File: src/rtl/popcount_accum_if.sv
// Handshake bundle for popcount_accum: word-in valid/ready and result-out valid/ready.
// The master modport is the producer/consumer side; the slave modport is the counter.
interface popcount_accum_if #(
    parameter int WIDTH = 16
);
    localparam int CW = $clog2(WIDTH + 1);

    logic             in_valid;
    logic             in_ready;
    logic [WIDTH-1:0] in_data;
    logic             out_valid;
    logic             out_ready;
    logic [CW-1:0]    out_count;
    logic             out_parity;
    logic             out_all;

    modport master (
        output in_valid, in_data, out_ready,
        input  in_ready, out_valid, out_count, out_parity, out_all
    );

    modport slave (
        input  in_valid, in_data, out_ready,
        output in_ready, out_valid, out_count, out_parity, out_all
    );
endinterface

File: src/rtl/popcount_accum.sv
// Multi-cycle population counter: CHUNK bits per clock through a one-hot decoder.
// Optional macro POPCOUNT_EARLY_EXIT_EN finishes as soon as the remaining word is zero.
module popcount_accum #(
    parameter int WIDTH = 16,
    parameter int CHUNK = 4
) (
    input logic             clk,
    input logic             rst,
    popcount_accum_if.slave bus_io
);
    localparam int NCH   = WIDTH / CHUNK;
    localparam int CW    = $clog2(WIDTH + 1);
    localparam int CCW   = $clog2(CHUNK + 1);
    localparam int IW    = (NCH > 1) ? $clog2(NCH) : 1;
    localparam int LINES = 2 ** CHUNK;

    if ((WIDTH % CHUNK) != 0 || CHUNK < 1 || CHUNK > 8) begin : gBadParams
        $error("popcount_accum: WIDTH must be a multiple of CHUNK and CHUNK must be 1..8");
    end

    typedef enum logic [1:0] {
        IDLE,
        RUN,
        DONE
    } state_e;

    state_e           state_q;
    logic [WIDTH-1:0] shiftReg_q;
    logic [CW-1:0]    acc_q;
    logic [IW-1:0]    idx_q;
    logic [CW-1:0]    count_q;
    logic             parity_q;
    logic             all_q;

    logic [LINES-1:0] dec;
    logic [CCW-1:0]   chunkCnt;
    logic [CW-1:0]    acc_d;
    logic [WIDTH-1:0] shiftReg_d;
    logic             lastChunk;

    // True when decoder line 'line' contributes to count bit 'bitPos'.
    function automatic logic lineHasBit(input int line, input int bitPos);
        int ones;
        ones = 0;
        for (int k = 0; k < CHUNK; k++) begin
            ones += (line >> k) & 1;
        end
        return ((ones >> bitPos) & 1) != 0;
    endfunction

    always_comb begin
        dec = '0;
        dec[shiftReg_q[CHUNK-1:0]] = 1'b1;
        chunkCnt = '0;
        for (int j = 0; j < LINES; j++) begin
            for (int b = 0; b < CCW; b++) begin
                if (lineHasBit(j, b)) begin
                    chunkCnt[b] = chunkCnt[b] | dec[j];
                end
            end
        end
    end

    assign acc_d      = acc_q + CW'(chunkCnt);
    assign shiftReg_d = shiftReg_q >> CHUNK;

`ifdef POPCOUNT_EARLY_EXIT_EN
    // Once the unprocessed bits are all zero the sum cannot change any more.
    assign lastChunk = (idx_q == IW'(NCH - 1)) || (shiftReg_d == '0);
`else
    assign lastChunk = (idx_q == IW'(NCH - 1));
`endif

    always_ff @(posedge clk or posedge rst) begin
        if (rst) begin
            state_q    <= IDLE;
            shiftReg_q <= '0;
            acc_q      <= '0;
            idx_q      <= '0;
            count_q    <= '0;
            parity_q   <= 1'b0;
            all_q      <= 1'b0;
        end else begin
            case (state_q)
                IDLE: begin
                    if (bus_io.in_valid) begin
                        shiftReg_q <= bus_io.in_data;
                        acc_q      <= '0;
                        idx_q      <= '0;
                        state_q    <= RUN;
                    end
                end
                RUN: begin
                    acc_q      <= acc_d;
                    shiftReg_q <= shiftReg_d;
                    idx_q      <= idx_q + IW'(1);
                    if (lastChunk) begin
                        count_q  <= acc_d;
                        parity_q <= acc_d[0];
                        all_q    <= (acc_d == CW'(WIDTH));
                        state_q  <= DONE;
                    end
                end
                DONE: begin
                    if (bus_io.out_ready) begin
                        state_q <= IDLE;
                    end
                end
                default: state_q <= IDLE;
            endcase
        end
    end

    assign bus_io.in_ready   = (state_q == IDLE);
    assign bus_io.out_valid  = (state_q == DONE);
    assign bus_io.out_count  = count_q;
    assign bus_io.out_parity = parity_q;
    assign bus_io.out_all    = all_q;
endmodule

File: src/flat_wrapper.sv
// flat-port wrapper written by rule: the top's interface ports become plain ports
module popcount_accum_flat 
#(
    parameter int WIDTH = 16,
    parameter int CHUNK = 4
)
  (clk, rst, bus_io_in_valid, bus_io_in_data, bus_io_out_ready, bus_io_in_ready, bus_io_out_valid, bus_io_out_count, bus_io_out_parity, bus_io_out_all);
  popcount_accum_if #(.WIDTH(WIDTH)) bus_io_i ();
  input logic clk;
  input logic rst;
  input wire logic [$bits(bus_io_i.in_valid)-1:0] bus_io_in_valid;
  input wire logic [$bits(bus_io_i.in_data)-1:0] bus_io_in_data;
  input wire logic [$bits(bus_io_i.out_ready)-1:0] bus_io_out_ready;
  output wire logic [$bits(bus_io_i.in_ready)-1:0] bus_io_in_ready;
  output wire logic [$bits(bus_io_i.out_valid)-1:0] bus_io_out_valid;
  output wire logic [$bits(bus_io_i.out_count)-1:0] bus_io_out_count;
  output wire logic [$bits(bus_io_i.out_parity)-1:0] bus_io_out_parity;
  output wire logic [$bits(bus_io_i.out_all)-1:0] bus_io_out_all;
  assign bus_io_i.in_valid = bus_io_in_valid;
  assign bus_io_i.in_data = bus_io_in_data;
  assign bus_io_i.out_ready = bus_io_out_ready;
  assign bus_io_in_ready = bus_io_i.in_ready;
  assign bus_io_out_valid = bus_io_i.out_valid;
  assign bus_io_out_count = bus_io_i.out_count;
  assign bus_io_out_parity = bus_io_i.out_parity;
  assign bus_io_out_all = bus_io_i.out_all;
  popcount_accum #(.WIDTH(WIDTH), .CHUNK(CHUNK)) u_core (.clk(clk), .rst(rst), .bus_io(bus_io_i));
endmodule
File: config.mk
export PLATFORM = sky130hd
export DESIGN_NAME = popcount_accum_flat
export DESIGN_NICKNAME = d
export VERILOG_FILES = /design/src/rtl/popcount_accum_if.sv /design/src/rtl/popcount_accum.sv /design/src/flat_wrapper.sv
export SDC_FILE = /design/constraint.sdc
export NUM_CORES = 1
export LEC_CHECK = 0
export ABC_AREA = 1
export BUFFER_PORTS_ARGS = -buffer_cell sky130_fd_sc_hd__buf_4
export CORE_MARGIN = 5
export CORE_UTILIZATION = 50
export CTS_CLUSTER_DIAMETER = 40
export DETAILED_ROUTE_END_ITERATION = 6
export PLACE_DENSITY = 0.73
export SYNTH_ARGS = -nofsm -noshare
export SYNTH_HDL_FRONTEND = slang
export SYNTH_SLANG_ARGS = --single-unit
File: constraint.sdc
create_clock -name clk -period 2.4 [get_ports clk]
set_input_delay 0.24 -clock clk [delete_from_list [all_inputs] [get_ports clk]]
set_output_delay 0.24 -clock clk [all_outputs]
set_load 0.02 [all_outputs]
=== After elaboration in Yosys (flattened, before gate mapping) ===
Cells that the tools add are included.

* Equal/unequal tests: 7
* Mux-type cells: 12
* Bitwise gates (word level): 16
* Reductions and logical operators: 6
* Order comparisons: 2
* Add/sub/neg operators: 2

{| class="wikitable"
|+ Operators by type and width
! cell !! number
|-
| $pmux 16 s2 || 1
|-
| $mux 16 || 1
|-
| $or 1x1->1 || 16
|-
| $pmux 5 s2 || 1
|-
| $mux 2 || 4
|-
| $pmux 2 s3 || 1
|-
| $add 5x3->5 || 1
|-
| $eq 5x5->1 const B || 1
|-
| $lt 4x5->1 const B || 1
|-
| $mux 5 || 1
|-
| $demux 1 s4 || 1
|-
| $eq 2x2->1 const B || 2
|-
| $ge 4x1->1 const B || 1
|-
| $ne 2x2->1 const B || 2
|-
| $pmux 2 s2 || 1
|-
| $reduce_and 2->1 || 2
|-
| $reduce_and 3->1 || 1
|-
| $add 2x1->2 const B || 1
|-
| $eq 2x1->1 const B || 1
|-
| $logic_not 2->1 || 1
|-
| $ne 2x1->1 const B || 1
|-
| $reduce_bool 2->1 || 1
|-
| $logic_and 1x1->1 || 1
|-
| $mux 1 || 1
|}

* Bits in registers: 32
* Word-level logic and storage cells: 52
* Output and inout port bits: 9

=== Longest topological paths before layout ===
* Word-level depth: 15
* Gate-level depth with buffers: 12

=== Worst setup path before layout ===
Ideal clock, no wire load.

* Kind: register to register
* Start: register u_core.shiftReg_q[0]
* End: register u_core.all_q (netlist: u_core.bus_io.out_all)
* Clock period less this slack: 1755 ps
* Cell stages (with the launch flop): 12
* Arrival time: 1631 ps
* Setup slack: 645 ps
* Buffers on the path: 0
* Library setup time: 124 ps
* Cell sequence: dfrtp_1 nor2_1 nor2_1 xnor2_1 ha_1 fa_1 nand2_1 inv_1 nor2_1 nor2_1 nand3_1 o21bai_1

* Word-level cells in the longest chain between the ends: 15

{| class="wikitable"
|+ Ends and longest elaborated chain
! what !! RTL line !! source
|-
| start, declared || popcount_accum.sv:28 || <nowiki>logic [WIDTH-1:0] shiftReg_q;</nowiki>
|-
| start signal, assigned || popcount_accum.sv:87 || <nowiki>shiftReg_q <= bus_io.in_data;</nowiki>
|-
| start signal, assigned || popcount_accum.sv:95 || <nowiki>shiftReg_q <= shiftReg_d;</nowiki>
|-
| $lt 4x5->1 (not written as such) / $ge 4x1->1 (equally long branches) || popcount_accum.sv:53 || <nowiki>dec[shiftReg_q[CHUNK-1:0]] = 1'b1;</nowiki>
|-
| $logic_and 1x1->1 (not written as such) || popcount_accum.sv:53 ||
|-
| $mux 1 (not written as such) || popcount_accum.sv:53 ||
|-
| $demux 1 s4 (*) || n/a ||
|-
| $or 1x1->1 (9 in series) || popcount_accum.sv:58 || <nowiki>chunkCnt[b] = chunkCnt[b] | dec[j];</nowiki>
|-
| $add 5x3->5 (*) || popcount_accum.sv:64 || <nowiki>assign acc_d = acc_q + CW'(chunkCnt);</nowiki>
|-
| $eq 5x5->1 (*) || popcount_accum.sv:100 || <nowiki>all_q <= (acc_d == CW'(WIDTH));</nowiki>
|-
| end signal, assigned || popcount_accum.sv:100 ||
|-
| end, declared || popcount_accum.sv:33 || <nowiki>logic all_q;</nowiki>
|}

Every way passes the cells marked *; elsewhere a longest branch is shown, timed or not.
A chain may end at the register's enable or synchronous reset.

=== Final worst setup path ===
Ends and elaborated chain as after synthesis.

==> results.md <==
Status:
- The flow ran to the end, and the final reports show no timing, DRC or antenna violations.

Worst setup path:
- The class of the most critical setup path is flop to flop.
- In this run the worst path has a maximum fanout of 3.
- The data arrival time of the critical path is 2230 ps.
- At the worst endpoint, the required time is 2660 ps.
- The kind of start point of the critical path is a flop.
- The element type at the critical path end is a flop.

Timing:
- The total setup violations reported at the end of the flow is 0.
- The relative max-transition margin is 58.85%.
- Setup repair after global routing left no endpoint under its margin.
- The worst path needs 1972 ps of the cycle, external delays included.
- The sum of negative setup slack is 0 ps.
- The worst path uses 82.15% of the clock period.
- For the final database, setup skew stands at 3.886 ps.
- The max-slew violation count is 0.
- The slew at the pin with the worst max-slew slack is 615.0 ps.
- The number of failing hold endpoints at the final stage is 0.
- Timing would allow up to 0.5072 GHz.
- The minimum setup slack in the final design is 428.4 ps.

GRT:
- Global routing used 16.60% of the available tracks across all layers.
- The maximum number of pins on one net before global-route repair is 32.
- The first global-routing pass estimated 5430 um of wire.
- The overall overflow remaining after global route is 0.
- The via count of the first global-routing pass is 1316.
- The number of antenna violations at the first check in global routing came to 0.

Yosys:
- The count of flip-flops with a built-in enable after synthesis is 0.
- The number of unique standard cell types used by synthesis is 23.
- The top flip-flop cell by instance count after synthesis is dfrtp_1.
- The proportion of netlist area held by the largest area contributor is 51.84%.
- The post-synthesis net count is 202.
- The cell type with the largest total area after synthesis is dfrtp_1.
- Sequential elements use 51.84% of the synthesized area.
- The share of flip-flops with an asynchronous set or reset is 100.0%.
- In the synthesized netlist, the number of instances is 177.
- The mean instance size in the synthesized netlist is 8.454 um^2.
- By area the synthesized netlist is led by dfrtp_1 52%, nand2_1 9.3%, o21ai_0 8.0%.
- The yosys synthesis warning count is 0.
- In the synthesized netlist, the cells that appear most often are 37 x nand2_1, 31 x dfrtp_1, 24 x o21ai_0, 21 x inv_1, 17 x nand3_1.
- The flop and latch count out of synthesis is 31.
- The most repeated cell in the gate-level netlist after synthesis is nand2_1.
- The cell area that synthesis handed to floorplanning was 1496 um^2.

Route:
- In the routed layout, each cell is associated on average with a via count of 5.238.
- The remaining routing DRC violations is 0.
- The routed layout has 1252 vias.
- For this run, the detailed router's first-pass iteration total came to 6.
- The detail route stage leaves a number of antenna-violating nets equal to 0.
- In this run, the number of DRC markers left after iteration 0 of detailed routing was 43.
- Dividing the detail-routed wire length by the instance count gives 12.74 um.
- The routed design has 3046 um of wire.

Clocking:
- The cell sitting at the root of the clock tree is a clkbuf_4.
- The H-tree was split into 2 levels.
- The clock sink total is 31.
- TritonCTS built the clock tree.
- Post-CTS repair changed the size of 0 cells.
- The number of clock buffers inserted by TritonCTS is 5.
- The clock reaches the later pin of the worst-skew pair after 320 ps.
- Counting along the longest clock path gives a buffer depth of 2.
- Clock-pin slew was measured on the worst setup and hold paths at 100 ps.

Power and ir drop:
- The internal power component is 0.001459 W.
- The proportion of power drawn by flip-flops and latches is 34.8%.
- The part of the power in the clock network is 16.6%.
- The worst-case vdd ir drop is 815.9 uV.
- For this design the total switching power over the nets is 0.001075 W.
- For this design the static power due to leakage is 0.9423 nW.
- Combinational logic is responsible for 48.6% of the overall power.
- In this run the power density over the cells is 1394 nW/um^2.
- The power after layout is 0.002534 W.
- Net switching is 42.41% of the power.

Place:
- The minimum setup slack after placement is 479.4 ps.
- The HPWL after detailed placement is 2180 um.
- Input and output buffers added on the ports amount to 28.
- Routability-driven placement finished with a final weighted congestion of 0.9001.

Cells and area:
- Of the cells placed in the final design, the portion with a size suffix greater than 1 is 20.19%.
- Compared with the post-synthesis result, the final layout area differs by 21.49%.
- For this run, the post-layout net count is 232.
- 0 antenna diodes ended up in the layout.
- The filler cell count is 251.

Floorplan:
- The die covers 4187 um^2.
- The number of placed I/O pins is 29.
- The standard cell core area is 2805 um^2.
- The vertical die dimension is 64.71 um.
- The horizontal extent of the die is 64.71 um.
- The initial utilization of the core area, before any placement, comes to 53.35%.
- The site row count is 19.

Run:
- The reported max-cap violation count is 0.

Worst hold path:
- In this run the worst hold path is classified as input port to flop.
## per-stage QoR
stage | area (um^2) | hold WS (ps) | cells | util, %
floorplan | 1496 | 338.2 | 177 | -
global placement | 1722 | 345.8 | 230 | 61.37
detailed placement | 1722 | 352.2 | 230 | 61.37
CTS | 1818 | 83.04 | 239 | 64.81
global route | 1818 | 64.03 | 239 | 64.81
finish | 1818 | 98.34 | 239 | 64.81
## cells by family (layout without fill, tap and decap cells)
kind of cell	Yosys count	after routing	share of synthesized area, %
flops	31	31	51.84
xor+xnor	1	1	0.5854
simple gates	70	70	19.40
fa+ha+maj	5	5	4.682
compound gates	39	39	15.13
buf+inv	31	62	8.362
## critical path, cell delays in order (launching register included)
cell and delay, ps:
dfrtp_1 400, nor2_1 160, nor2_1 90, xnor2_1 130, ha_1 210, fa_1 410
nor2_1 140, nor2_1 70, nor2_1 90, nand3_1 90, o21bai_1 120
## state kept, by name (all words and copies together), names as in the netlist
| name | cells |
|---|---|
| u_core.acc_q | 5 |
| u_core.bus_io.out_count | 5 |
| u_core.bus_io.out_all | 1 |
| u_core.shiftReg_q | 16 |
| u_core.state_q | 2 |
| u_core.idx_q | 2 |
## cell usage in the layout (no fill, tap or decap)
cell type,n
clkbuf_8,1
inv_1,21
nand2_2,1
bufinv_16,1
dfrtp_1,31
inv_2,2
a22o_1,1
ha_1,4
clkbuf_4,5
nand3b_1,1
xnor2_1,1
buf_4,30
nand2_1,37
clkinv_2,1
o21ai_0,24
o221ai_1,1
a21oi_1,2
o211ai_1,4
o22ai_1,4
nand3_1,17
o21bai_1,1
nor2_1,14
dlygate4sd3_1,1
o31ai_1,1
fa_1,1
o21ai_2,1
## layer usage
| metal | vias up | part of all wire, % | global-route usage, % |
|---|---|---|---|
| li1 | 636 | - | - |
| met5 | - | 0 | 0 |
| met3 | 4 | 5.0 | 5.699 |
| met2 | 28 | 50 | 29.25 |
| met1 | 584 | 44 | 18.07 |
| met4 | 0 | 1.1 | 7.124 |
## layout make-up
type,instances,area (um^2),share of cell area (%)
Clock buffer,6,51.30,2.822
Clock inverter,2,35.03,1.927
Sequential cell,31,775.7,42.67
Inverter,23,86.33,4.749
Multi-Input combinational cell,115,595.6,32.76
Timing Repair Buffer,31,235.2,12.94
Tap cell,31,38.79,2.134
## final timing paths
path,start,to,cells past startpoint,slack [ps]
hold reg to reg,u_core.bus_io.out_count[4],u_core.bus_io.out_count[4],2,490
setup / recovery,u_core.shiftReg_q[0],u_core.bus_io.out_all,10,430
min in group asynchronous,rst,u_core.state_q[0],4,540
setup reg to reg,u_core.shiftReg_q[0],u_core.bus_io.out_all,10,430
hold / removal,bus_io_out_ready,u_core.state_q[1],2,100
max in group asynchronous,rst,u_core.shiftReg_q[0],4,1580
## power groups by stage
| stage | sequential [W] | clock, W | combinational, W |
|---|---|---|---|
| 2_1_floorplan | 0.000915 | 0 | 0.000881 |
| 3_3_place_gp | 0.000884 | 0 | 0.00118 |
| 3_5_place_dp | 0.000894 | 0 | 0.00123 |
| 4_1_cts | 0.000884 | 0.000435 | 0.00124 |
| 5_1_grt | 0.000913 | 0.000467 | 0.00141 |
| 6_report | 0.000882 | 0.000421 | 0.00123 |
## timing repair
action | 4_1_cts | 5_1_grt
setup buffers | 0 | 0
endpoints found under the hold margin | 31 | 0
setup endpoints to repair | 0 | 0
hold buffers | 1 | 0
Note: power is estimated with default switching activity, not from simulation.
